<file path="config.mk">
export PLATFORM = sky130hd
export DESIGN_NAME = rom_read_arbiter_flat
export DESIGN_NICKNAME = d
export VERILOG_FILES = /design/src/rtl/rom_arb_pkg.sv /design/src/rtl/rom_read_arbiter_if.sv /design/src/rtl/rom_8x4.sv /design/src/rtl/rr_arbiter.sv /design/src/rtl/rom_read_arbiter.sv /design/src/flat_wrapper.sv
export SDC_FILE = /design/constraint.sdc
export NUM_CORES = 1
export LEC_CHECK = 0
export CAP_MARGIN = 20
export CORE_AREA = 3 3 40 42
export DETAILED_ROUTE_END_ITERATION = 8
export DIE_AREA = 0 0 43 45
export PLACE_DENSITY = 0.74
export SLEW_MARGIN = 15
export SYNTH_ARGS = -nofsm -noshare
export SYNTH_HDL_FRONTEND = slang
export SYNTH_SLANG_ARGS = --single-unit
</file>
<file path="constraint.sdc">
create_clock -name clk -period 1.55 [get_ports clk]
set_clock_uncertainty 0.2 [all_clocks]
set_input_delay 0.465 -clock clk [delete_from_list [all_inputs] [get_ports clk]]
set_output_delay 0.465 -clock clk [all_outputs]
set_load 0.05 [all_outputs]
</file>
<file path="src/rtl/rom_arb_pkg.sv">
// Shared constants for the ROM read arbiter: widths, ROM depth and contents.
package rom_arb_pkg;

    localparam int ADDR_W    = 3;
    localparam int DATA_W    = 4;
    localparam int ROM_DEPTH = 8;
    localparam int ROM_W     = 4;

    // Word i lives at bits [i*ROM_W +: ROM_W]; addresses 0..7 hold 1,2,3,4,8,A,C,F.
    localparam logic [ROM_DEPTH*ROM_W-1:0] ROM_INIT = 32'hFCA8_4321;

    function automatic logic [ROM_W-1:0] rom_lookup(input logic [ADDR_W-1:0] addr);
        return ROM_INIT[int'(addr)*ROM_W +: ROM_W];
    endfunction

endpackage

</file>
<file path="src/rtl/rom_read_arbiter_if.sv">
// Requester and response handshake bundle for the ROM read arbiter.
interface rom_read_arbiter_if #(
    parameter int NUM_REQ = 2,
    parameter int ADDR_W  = 3,
    parameter int DATA_W  = 4,
    parameter int ID_W    = 1
);
    logic [NUM_REQ-1:0]        req_valid;
    logic [NUM_REQ*ADDR_W-1:0] req_addr;
    logic [NUM_REQ-1:0]        req_ready;
    logic                      rsp_valid;
    logic                      rsp_ready;
    logic [DATA_W-1:0]         rsp_data;
    logic [ID_W-1:0]           rsp_id;

    // Client side: issues requests, consumes responses.
    modport master (
        output req_valid, req_addr, rsp_ready,
        input  req_ready, rsp_valid, rsp_data, rsp_id
    );

    // Arbiter side.
    modport slave (
        input  req_valid, req_addr, rsp_ready,
        output req_ready, rsp_valid, rsp_data, rsp_id
    );
endinterface

</file>
<file path="src/rtl/rom_8x4.sv">
// Combinational 8-entry, 4-bit constant ROM.
module rom_8x4
    import rom_arb_pkg::*;
(
    input  logic [ADDR_W-1:0] addr_i,
    output logic [ROM_W-1:0]  data_o
);
    assign data_o = rom_lookup(addr_i);
endmodule

</file>
<file path="src/rtl/rr_arbiter.sv">
// Round-robin arbiter: picks the first requester after last_grant, wrapping.
module rr_arbiter #(
    parameter int NUM_REQ = 2,
    parameter int ID_W    = 1
) (
    input  logic [NUM_REQ-1:0] req_i,
    input  logic [ID_W-1:0]    last_grant_i,
    input  logic               enable_i,
    output logic [NUM_REQ-1:0] grant_o,
    output logic [ID_W-1:0]    idx_o,
    output logic               any_o
);
    // Priority search starting one past the previous winner.
    always_comb begin
        int          c;
        logic [ID_W-1:0] cand;
        logic        found;
        grant_o = '0;
        idx_o   = '0;
        found   = 1'b0;
        c       = 0;
        cand    = '0;
        for (int k = 1; k <= NUM_REQ; k++) begin
            c    = (int'(last_grant_i) + k) % NUM_REQ;
            cand = ID_W'(c);
            if (enable_i && !found && req_i[cand]) begin
                grant_o[cand] = 1'b1;
                idx_o         = cand;
                found         = 1'b1;
            end
        end
    end

    assign any_o = |grant_o;
endmodule

</file>
<file path="src/rtl/rom_read_arbiter.sv">
// Shares one 8x4 ROM among NUM_REQ requesters through a one-entry response slot.
module rom_read_arbiter
    import rom_arb_pkg::*;
#(
    parameter int NUM_REQ = 2,
    parameter int ID_W    = 1
) (
    input  logic               clk,
    input  logic               rst,
    rom_read_arbiter_if.slave  bus
);
    logic [NUM_REQ-1:0] grant;
    logic [ID_W-1:0]    gnt_idx;
    logic               gnt_any;
    logic               can_accept;
    logic [ADDR_W-1:0]  rom_addr;
    logic [ROM_W-1:0]   rom_data;

    logic               rsp_valid_q, rsp_valid_d;
    logic [DATA_W-1:0]  rsp_data_q,  rsp_data_d;
    logic [ID_W-1:0]    rsp_id_q,    rsp_id_d;
    logic [ID_W-1:0]    last_grant_q, last_grant_d;

    // Slot can take a new word when empty or being drained this cycle.
    assign can_accept = !rsp_valid_q || bus.rsp_ready;

    rr_arbiter #(.NUM_REQ(NUM_REQ), .ID_W(ID_W)) u_arb (
        .req_i        (bus.req_valid),
        .last_grant_i (last_grant_q),
        .enable_i     (can_accept),
        .grant_o      (grant),
        .idx_o        (gnt_idx),
        .any_o        (gnt_any)
    );

    // Address mux driven by the one-hot grant.
    always_comb begin
        rom_addr = '0;
        for (int i = 0; i < NUM_REQ; i++)
            if (grant[i]) rom_addr = bus.req_addr[i*ADDR_W +: ADDR_W];
    end

    rom_8x4 u_rom (
        .addr_i (rom_addr),
        .data_o (rom_data)
    );

    // Slot next state: load on grant, else clear when drained.
    always_comb begin
        rsp_valid_d  = rsp_valid_q;
        rsp_data_d   = rsp_data_q;
        rsp_id_d     = rsp_id_q;
        last_grant_d = last_grant_q;
        if (gnt_any) begin
            rsp_valid_d  = 1'b1;
            rsp_data_d   = DATA_W'(rom_data);
            rsp_id_d     = gnt_idx;
            last_grant_d = gnt_idx;
        end else if (bus.rsp_ready) begin
            rsp_valid_d  = 1'b0;
        end
    end

    // State registers; pointer resets so requester 0 wins first.
    always_ff @(posedge clk) begin
        if (rst) begin
            rsp_valid_q  <= 1'b0;
            rsp_data_q   <= '0;
            rsp_id_q     <= '0;
            last_grant_q <= ID_W'(NUM_REQ - 1);
        end else begin
            rsp_valid_q  <= rsp_valid_d;
            rsp_data_q   <= rsp_data_d;
            rsp_id_q     <= rsp_id_d;
            last_grant_q <= last_grant_d;
        end
    end

    assign bus.req_ready = grant;
    assign bus.rsp_valid = rsp_valid_q;
    assign bus.rsp_data  = rsp_data_q;
    assign bus.rsp_id    = rsp_id_q;
endmodule

</file>
<file path="src/flat_wrapper.sv">
// flat-port wrapper written by rule: the top's interface ports become plain ports
module rom_read_arbiter_flat import rom_arb_pkg::*;
#(
    parameter int NUM_REQ = 2,
    parameter int ID_W    = 1
)
  (clk, rst, bus_req_valid, bus_req_addr, bus_rsp_ready, bus_req_ready, bus_rsp_valid, bus_rsp_data, bus_rsp_id);
  rom_read_arbiter_if #(.NUM_REQ(NUM_REQ), .ADDR_W(3), .DATA_W(4), .ID_W(ID_W)) bus_i ();
  input  logic clk;
  input  logic rst;
  input wire logic [$bits(bus_i.req_valid)-1:0] bus_req_valid;
  input wire logic [$bits(bus_i.req_addr)-1:0] bus_req_addr;
  input wire logic [$bits(bus_i.rsp_ready)-1:0] bus_rsp_ready;
  output wire logic [$bits(bus_i.req_ready)-1:0] bus_req_ready;
  output wire logic [$bits(bus_i.rsp_valid)-1:0] bus_rsp_valid;
  output wire logic [$bits(bus_i.rsp_data)-1:0] bus_rsp_data;
  output wire logic [$bits(bus_i.rsp_id)-1:0] bus_rsp_id;
  assign bus_i.req_valid = bus_req_valid;
  assign bus_i.req_addr = bus_req_addr;
  assign bus_i.rsp_ready = bus_rsp_ready;
  assign bus_req_ready = bus_i.req_ready;
  assign bus_rsp_valid = bus_i.rsp_valid;
  assign bus_rsp_data = bus_i.rsp_data;
  assign bus_rsp_id = bus_i.rsp_id;
  rom_read_arbiter #(.NUM_REQ(NUM_REQ), .ID_W(ID_W)) u_core (.clk(clk), .rst(rst), .bus(bus_i));
endmodule
</file>
==> run summary <==
result of the run -> finished, violations left
failing checks -> negative setup slack
mux cell area share after synthesis -> 0
P&R area growth vs syn -> 119.2%
worst hold margin -> 340.4 ps
r2r worst-path depth -> 7
clock-pin slew of the registers on the worst-case setup and hold paths -> 50 ps
top-area cell type share of the netlist area -> 0.3353
Fmax -> 571.7 MHz
cts hold-fix bufs -> 0
crit path DAT -> 1080 ps
Post-DRT Antenna Nets -> 0
clock tree buffer depth -> 2
worst r2r src -> u_core.last_grant_q
Core Area -> 1285 um^2
Worst setup EP type -> output port
max-slew violations -> 0
leakage power total -> 0.0004235 uW
Worst setup SP type -> flop
initial antenna violation count -> 0
post-route cell area -> 915.9 um^2
# rows -> 13
#FFs+latches synth -> 7
worst reg2reg setup slack -> -40 ps
Die W -> 43 um
final worst slack -> -199.1 ps
routability cong. -> 0.7952
leading cell types in the layout, fill and taps excluded -> buf_4 (18), buf_12 (8), nor2_1 (6), dlygate4sd2_1 (6)
critical path peak fanout -> 3
Syn Nets -> 63
DIE HEIGHT -> 45 um
PortBufs -> 18
GRT Util Overall -> 0.1836
I/O Pins -> 19
worst skew pair latency -> 250 ps
Detailed Route WL -> 1.535 mm
RSZ-0062 raised after global routing -> yes
total power -> 693.4 uW
final hold vios -> 0
worst endpoint required time -> 880 ps
Synth Area in XOR/XNOR -> 0
layout cells sized above 1 -> 0.5213
top post-synthesis cells by area -> dfxtp_1 (34%), a21oi_1 (7.2%), nand4_1 (6.0%), inv_1 (5.4%), nor2_1 (5.4%)
Ant. Diodes -> 0
critical path class -> reg2out
Yosys warning count -> 0
post-synthesis sequential area ratio -> 0.3353
HPWL after DPL -> 1.013 mm
wire per inst -> 14.08 um
Setup-failing EPs final -> 4
most common cell after layout, fill and taps aside -> buf_4
root buffer cell -> clkbuf_4
area post-placement -> 805.8 um^2
first-pass GRT wire length -> 2.615 mm
largest family of logic cells by synthesized area -> simple AND/OR/NAND/NOR gates
setup TNS -> -436.1 ps
DR WL met2 -> 707 um
Via density -> 5.110
Initial Util -> 0.3252
H-Tree Depth -> 1
Die Area -> 1935 um^2
Max-cap violations -> 0
Final Util -> 0.7128
slew at the pin closest to its max-slew limit -> 301.6 ps
grt total ovfl -> 0
DR top layer -> met4
Sink Count -> 7
number of remaining DRC errors -> 0
Nets -> 106
period utilization -> 1.128
Mapped Area -> 417.9 um^2
CTS tree -> built
via count -> 557
Mapped Avg Cell Area -> 8.037 um^2
drt first pass iters -> 4
Compound-Gate Fraction of Synth Area -> 0.2784
hold depth -> 2
met3 routed WL -> 77 um
vias in the first global route -> 577
synthesized instance count -> 52
Hold Crit Endpoint -> u_core.bus.rsp_data[2]
largest net degree at the start of global routing -> 9
PwrDens -> 757.1 nW/um^2
adder-cell share of the synthesized area -> 0
worst vdd ir -> 0.4213 mV
reg2reg end -> u_core.bus.rsp_data[1]
Yosys cell types -> 21
min-delay src -> u_core.bus.rsp_data[2]
TritonCTS Buffers -> 3
worst min-delay path category -> reg2reg
simple-gate share of the synthesized area -> 0.3054
worst rel slew slack -> 0.7983
number of DRC markers in iteration 0 -> 14
largest area contributor in the netlist -> dfxtp_1
Min Clock Period, post-route -> 1749 ps
M1 WL -> 675 um
[kinds of logic (layout without fill, tap and decap cells)]
family | after synthesis | after routing
DFF | 7 | 7
buffers and inverters | 7 | 49
and+or+nand+nor | 23 | 23
AOI/OAI and AO/OA | 15 | 15
[flip-flops by register name, indices dropped and copies added (netlist names)]
signal                flops
u_core.bus.rsp_valid      1
u_core.bus.rsp_id         1
u_core.bus.rsp_data       4
u_core.last_grant_q       1
[per-layer routing]
metal / GRT usage / vias up
li1: - / 270
met3: 0.03586 / 8
met2: 0.2874 / 20
met4: 0.1386 / 0
met5: 0 / -
met1: 0.2233 / 259
[how the worst max path moves through the flow]
stage	from	end	slack, ps	cells past startpoint
6_report	u_core.last_grant_q	bus_req_ready[0]	-200	4
5_1_grt	u_core.last_grant_q	bus_req_ready[0]	-230	4
4_1_cts	u_core.last_grant_q	bus_req_ready[0]	-210	4
3_5_place_dp	bus_req_valid[1]	bus_req_ready[0]	-570	5
3_3_place_gp	bus_req_valid[1]	bus_req_ready[0]	-560	5
2_1_floorplan	bus_rsp_ready	u_core.bus.rsp_data[1]	-190	6
[final cells by class]
cell class                      instances  area, um^2
Tap cell                               15       18.77
Inverter                                6       30.03
Clock buffer                            4       26.28
Sequential cell                         7       145.1
Fill cell                              92       369.1
Timing Repair Buffer                   39       412.9
Multi-Input combinational cell         38       282.8
[synthesized netlist by cell type]
master,count
o21a_1,1
a221oi_2,1
o22a_1,1
a31oi_1,2
nand4_1,4
o21ai_2,1
and2_1,3
nand3b_1,1
a22oi_1,1
a21oi_1,6
or2_1,1
nand2_1,4
buf_6,1
nand2b_2,2
dfxtp_1,7
inv_1,6
nand3_2,1
o41ai_2,1
o211a_1,1
nor2_1,6
nand3_1,1
[power by group]
part / internal (uW) / total, uW / leakage, uW / switching [uW]
Clock: 98.4 / 167 / 0.0000150 / 69.0
Combinational: 162 / 311 / 0.000350 / 149
Sequential: 196 / 215 / 0.0000583 / 18.5
Total: 457 / 693 / 0.000424 / 237
[critical path, stage by stage (launching register included)]
cell and delay [ps]:
dfxtp_2 330, nand2b_4 160, nand3_4 80, clkinvlp_4 110, buf_12 150
[through the flow]
stage / worst slack, ps / std cells
after detailed placement: -566.9 / 95
after global placement: -563.6 / 95
after global routing: -235.0 / 109
after CTS: -209.4 / 105
final: -199.1 / 109
after floorplan: -187.9 / 52
[repair_timing]
action                                  4_1_cts  5_1_grt
pin swaps                                     5        5
setup buffers                                 6        4
gates resized for setup                      25        1
endpoints found under the setup margin        8        3
No activity file was read; power rests on OpenSTA's default activity.
